<file path="config.mk">
export PLATFORM = sky130hd
export DESIGN_NAME = seq_multiplier_sgn_flat
export DESIGN_NICKNAME = d
export VERILOG_FILES = /design/src/rtl/seq_multiplier_sgn_if.sv /design/src/rtl/seq_multiplier_sgn.sv /design/src/flat_wrapper.sv
export SDC_FILE = /design/constraint.sdc
export NUM_CORES = 1
export LEC_CHECK = 0
export CAP_MARGIN = 20
export CELL_PAD_IN_SITES_DETAIL_PLACEMENT = 0
export CELL_PAD_IN_SITES_GLOBAL_PLACEMENT = 1
export CORE_MARGIN = 2
export CORE_UTILIZATION = 39
export DETAILED_ROUTE_END_ITERATION = 16
export PLACE_DENSITY = 0.76
export SLEW_MARGIN = 5
export SYNTH_ARGS = -nofsm -noshare
export SYNTH_HDL_FRONTEND = slang
export SYNTH_SLANG_ARGS = --single-unit
</file>
<file path="constraint.sdc">
create_clock -name clk -period 3.1 [get_ports clk]
set_clock_uncertainty 0.2 [all_clocks]
set_input_delay 0.62 -clock clk [delete_from_list [all_inputs] [get_ports clk]]
set_output_delay 0.62 -clock clk [all_outputs]
set_load 0.02 [all_outputs]
</file>
<file path="src/rtl/seq_multiplier_sgn_if.sv">
// Start/ready/done multiply bus: operands and mode in, product and status out.
interface seq_multiplier_sgn_if #(
  parameter int NB = 8
);
  logic            start;
  logic            sgn;
  logic [NB-1:0]   A;
  logic [NB-1:0]   B;
  logic [2*NB-1:0] Product;
  logic            ready;
  logic            done;

  modport master (output start, sgn, A, B, input Product, ready, done);
  modport slave  (input start, sgn, A, B, output Product, ready, done);
endinterface

</file>
<file path="src/rtl/seq_multiplier_sgn.sv">
// Iterative signed/unsigned shift-add multiplier; NB cycles accept-to-done, NB+1 back-to-back.
// Only accepts start while ready=1; start during RUN is ignored, result held until next accept.
module seq_multiplier_sgn #(
  parameter int NB = 8
) (
  input  logic                clk,
  input  logic                rst_n,
  seq_multiplier_sgn_if.slave mul_if
);
  localparam int CNT_W = $clog2(NB) + 1;

  typedef enum logic [1:0] {IDLE, RUN, DONE} state_e;

  state_e          state_q;
  logic [CNT_W-1:0] cnt_q;
  logic [NB-1:0]   mcand_q;
  logic            mode_q;
  logic            ready_q;
  logic            done_q;
  logic [2*NB-1:0] prod_q;

  logic [NB:0]     acc_ext;
  logic [NB:0]     addend;
  logic [NB:0]     sum_d;
  logic            last_step;

  // Multiplier MSB carries weight -2^(NB-1) in signed mode, so the last step subtracts.
  always_comb begin
    acc_ext   = mode_q ? {prod_q[2*NB-1], prod_q[2*NB-1:NB]} : {1'b0, prod_q[2*NB-1:NB]};
    addend    = mode_q ? {mcand_q[NB-1], mcand_q} : {1'b0, mcand_q};
    last_step = (cnt_q == CNT_W'(NB - 1));
    sum_d     = acc_ext;
    if (prod_q[0]) begin
      sum_d = (mode_q && last_step) ? (acc_ext - addend) : (acc_ext + addend);
    end
  end

  always_ff @(posedge clk or negedge rst_n) begin
    if (!rst_n) begin
      state_q <= IDLE;
      cnt_q   <= '0;
      mcand_q <= '0;
      mode_q  <= 1'b0;
      ready_q <= 1'b1;
      done_q  <= 1'b0;
      prod_q  <= '0;
    end else begin
      case (state_q)
        IDLE, DONE: begin
          done_q <= 1'b0;
          if (mul_if.start) begin
            mcand_q <= mul_if.A;
            mode_q  <= mul_if.sgn;
            cnt_q   <= '0;
            prod_q  <= {{NB{1'b0}}, mul_if.B};
            state_q <= RUN;
            ready_q <= 1'b0;
          end
        end
        RUN: begin
          prod_q <= {sum_d, prod_q[NB-1:1]};
          cnt_q  <= cnt_q + CNT_W'(1);
          if (last_step) begin
            state_q <= DONE;
            ready_q <= 1'b1;
            done_q  <= 1'b1;
          end
        end
        default: state_q <= IDLE;
      endcase
    end
  end

  assign mul_if.Product = prod_q;
  assign mul_if.ready   = ready_q;
  assign mul_if.done    = done_q;
endmodule
</file>
<file path="src/flat_wrapper.sv">
// flat-port wrapper written by rule: the top's interface ports become plain ports
module seq_multiplier_sgn_flat 
#(
  parameter int NB = 8
)
  (clk, rst_n, mul_if_start, mul_if_sgn, mul_if_A, mul_if_B, mul_if_Product, mul_if_ready, mul_if_done);
  seq_multiplier_sgn_if #(.NB(NB)) mul_if_i ();
  input  logic clk;
  input  logic rst_n;
  input wire logic [$bits(mul_if_i.start)-1:0] mul_if_start;
  input wire logic [$bits(mul_if_i.sgn)-1:0] mul_if_sgn;
  input wire logic [$bits(mul_if_i.A)-1:0] mul_if_A;
  input wire logic [$bits(mul_if_i.B)-1:0] mul_if_B;
  output wire logic [$bits(mul_if_i.Product)-1:0] mul_if_Product;
  output wire logic [$bits(mul_if_i.ready)-1:0] mul_if_ready;
  output wire logic [$bits(mul_if_i.done)-1:0] mul_if_done;
  assign mul_if_i.start = mul_if_start;
  assign mul_if_i.sgn = mul_if_sgn;
  assign mul_if_i.A = mul_if_A;
  assign mul_if_i.B = mul_if_B;
  assign mul_if_Product = mul_if_i.Product;
  assign mul_if_ready = mul_if_i.ready;
  assign mul_if_done = mul_if_i.done;
  seq_multiplier_sgn #(.NB(NB)) u_core (.clk(clk), .rst_n(rst_n), .mul_if(mul_if_i));
endmodule
</file>
==> flow_metrics.env <==
export IMPL_status="finished, final reports clean"
export IMPL_synth_area_leader_cell="dfrtp_1"
export IMPL_cp_slowest_cell="dfrtp_1"
export IMPL_peakVddDrop_mv=0.6409
export IMPL_gr_total_overflow=0
export IMPL_syn2layout_area_growth_pct=28.80
export IMPL_via_per_inst=4.991
export IMPL_ys_ff_latch=33
export IMPL_drcViolationCount=0
export IMPL_routed_wl_mm=4.370
export IMPL_antenna_found_initial=0
export IMPL_grt_util_all_layers_pct=17.23
export IMPL_synth_area_top_cells="dfrtp_1 (41%), nand2_1 (10%), ha_1 (6.5%)"
export IMPL_slew_violations=0
export IMPL_start_util_pct=40.66
export IMPL_cts_root_buffer="clkbuf_8"
export IMPL_p_int_uw=1745
export IMPL_holdBufCountCts=0
export IMPL_grt_pass1_wl_mm=7.251
export IMPL_clk_pin_slew_worst_paths_ps=60
export IMPL_synth_area_um2=1933
export IMPL_synth_seq_area_share_pct=42.78
export IMPL_synth_nets=248
export IMPL_worst_ep_required_time_ps=3120
export IMPL_synth_edff_count=0
export IMPL_p_seq_share_pct=28.2
export IMPL_drtAntennaViolNets=0
export IMPL_multi_input_area_um2=1046
export IMPL_reg2reg_depth=12
export IMPL_arrival_ps=2980
export IMPL_hold_violations=0
export IMPL_grt_util_met2_pct=27.53
export IMPL_ff2ff_setup_slack_ps=140
export IMPL_ys_warn_count=0
export IMPL_drive_gt1_share_pct=8.046
export IMPL_rsz0062_at_grt="false"
export IMPL_fin_crit_ps=2964
export IMPL_diodes=0
export IMPL_top_usage_layer="met2"
export IMPL_numPortBuffers=37
export IMPL_finish_utilization_pct=52.37
export IMPL_clock_sinks=33
export IMPL_synth_flop_cell="dfrtp_1"
export IMPL_via_count=1637
export IMPL_power_frac_comb_pct=61.9
export IMPL_h_tree_depth=2
export IMPL_finalCritPeriodShare_pct=95.62
export IMPL_endpoint_kind="flop"
export IMPL_slew_headroom_pct=33.96
export IMPL_synthTopCellsByCount="nand2_1 (53), dfrtp_1 (32), o21ai_0 (14)"
export IMPL_syn_mean_instance_area_um2=8.908
export IMPL_clkPwrFrac_pct=9.9
export IMPL_crit_type="flop to flop"
export IMPL_power_density_nw_per_um2=1256
export IMPL_synth_top_area_share_pct=41.42
export IMPL_die_w_um=74.41
export IMPL_cts_tree="yes"
export IMPL_cp_cell_sequence="ha_1, and4b_1, buf_4, a31oi_1, xnor2_1, ha_1, nand4_1, a21oi_1, and3b_2, xor2_1, mux2_1, nand2_1"
export IMPL_row_count=25
export IMPL_hp_class="flop to flop"
export IMPL_drt_iter0_markers=78
export IMPL_ys_async_sr_fraction_pct=100.0
export IMPL_drv_cap=0
export IMPL_swShare_pct=44.22
export IMPL_leakagePower_uw=0.001103
export IMPL_pin_count=38
export IMPL_tightest_slew_ps=987.0
export IMPL_coreArea_um2=4755
export IMPL_setup_viol=0
export IMPL_nNetsFinal=291
export IMPL_ys_types=42
export IMPL_grt_use_met1_pct=23.24
export IMPL_crit_fanout=7
export IMPL_dieArea_um2=5536
export IMPL_path_common_cell="ha_1"
export IMPL_yosysMostFrequentCell="nand2_1"
export IMPL_layout_cells_non_filler=328
export IMPL_clock_path_buffers=2
export IMPL_dr_pass1_iters=4
export IMPL_grt_pass1_vias=1519
export IMPL_dpl_cell_count=317
export IMPL_cts_made_buffers=5
export IMPL_p_sw_uw=1383
export IMPL_grt_met3_usage_pct=4.472
export IMPL_die_h_um=74.41
export IMPL_fin_tns_setup_ps=0
export IMPL_syn_inst=217
export IMPL_regArea_um2=827.0
export IMPL_fmax_ghz=0.3373
export IMPL_wl_per_cell_um=13.32
export IMPL_gp_congestion=0.7732
export IMPL_startpoint_type="flop"
export IMPL_fillers=476
export IMPL_hpwl_mm=3.145
export IMPL_grt_start_max_net_pins=34
export IMPL_slowest_delay_ps=410
export IMPL_clock_latency_ps=280
export IMPL_min_path_cells=2
worst max-delay path, delay by kind of cell, from the launching register on:
kind | cells | cell delay (ps)
compound gates | 2 | 310
mux | 1 | 330
buf+inv | 1 | 180
flops | 1 | 410
xor+xnor | 2 | 240
fa+ha+maj | 2 | 600
simple gates | 4 | 630
flip-flops by register name, summed over array words and instances (netlist names):
signal                 count
u_core.mode_q              1
u_core.state_q             2
u_core.mul_if.done         1
u_core.mcand_q             8
u_core.mul_if.ready        1
u_core.cnt_q               4
u_core.mul_if.Product     16
cell families (layout without fill, tap and decap cells):
group                    after synthesis  in the layout  synth area share, %
XOR/XNOR                              10             10                4.531
adder cells (fa/ha/maj)               11             11                7.508
AO/OA/AOI/OAI                         44             44                14.69
buffers and inverters                 14             58                3.300
AND/OR/NAND/NOR                       99             99                23.95
flip-flops                            33             33                42.78
multiplexers                           6              6                3.236
worst paths after layout:
path,from,endpoint
min in group asynchronous,rst_n,u_core.mul_if.Product[6]$_DFFE_PN0P_
min,u_core.mul_if.ready$_DFFE_PN1P_,u_core.mul_if.ready$_DFFE_PN1P_
max,u_core.cnt_q[0]$_DFFE_PN0P_,u_core.mul_if.Product[15]$_DFFE_PN0P_
min reg2reg,u_core.mul_if.ready$_DFFE_PN1P_,u_core.mul_if.ready$_DFFE_PN1P_
max in group asynchronous,rst_n,u_core.mul_if.ready$_DFFE_PN1P_
max reg2reg,u_core.cnt_q[0]$_DFFE_PN0P_,u_core.mul_if.Product[15]$_DFFE_PN0P_
area by class of cell:
type	instances	area share, %
timing repair buffer	46	17.59
sequential	33	33.22
multi-input combinational	170	42.01
inverter	4	0.6030
tap	67	3.367
clock buffer	8	3.216
power groups by stage:
| stage | clock network (uW) | registers, uW | logic (uW) |
|---|---|---|---|
| after floorplan | 0 | 940 | 1250 |
| after global placement | 0 | 887 | 1860 |
| after detailed placement | 0 | 891 | 1870 |
| after CTS | 323 | 883 | 1880 |
| after global routing | 341 | 922 | 2170 |
| final | 310 | 881 | 1940 |
cells in the final DEF, fill, tap and decap left out, drive strengths merged, types with 8 or more instances in the layout:
| cell | instances |
|---|---|
| clkbuf | 8 |
| o21ai | 16 |
| xnor2 | 8 |
| nand3 | 11 |
| ha | 10 |
| clkdlybuf4s50 | 37 |
| dfrtp | 32 |
| a21oi | 8 |
| nor2 | 12 |
| buf | 9 |
| nand2 | 53 |
layer usage:
metal  part of all wire [%]  wire, um  up-vias
li1                       -         -      841
met2                     47      2046       27
met4                    1.2        51        0
met3                    3.0       129        6
met1                     49      2143      763
met5                      0         0        -
through the flow:
| step | cell area [um2] | hold WS, ps | worst slack (ps) | total power [uW] |
|---|---|---|---|---|
| after floorplan | 1933 | 124.4 | 316.7 | 2189 |
| after global placement | 2384 | 274.0 | 167.6 | 2744 |
| after detailed placement | 2384 | 276.8 | 145.8 | 2764 |
| after CTS | 2464 | 288.1 | 115.8 | 3090 |
| after global routing | 2490 | 314.0 | 3.265 | 3432 |
| final | 2490 | 283.8 | 135.6 | 3128 |
repair_timing:
item / CTS / global route
buffers inserted: 0 / 3
gates resized for setup: 0 / 1
endpoints found under the setup margin: 0 / 1
Note: power is estimated with default switching activity, not from simulation.
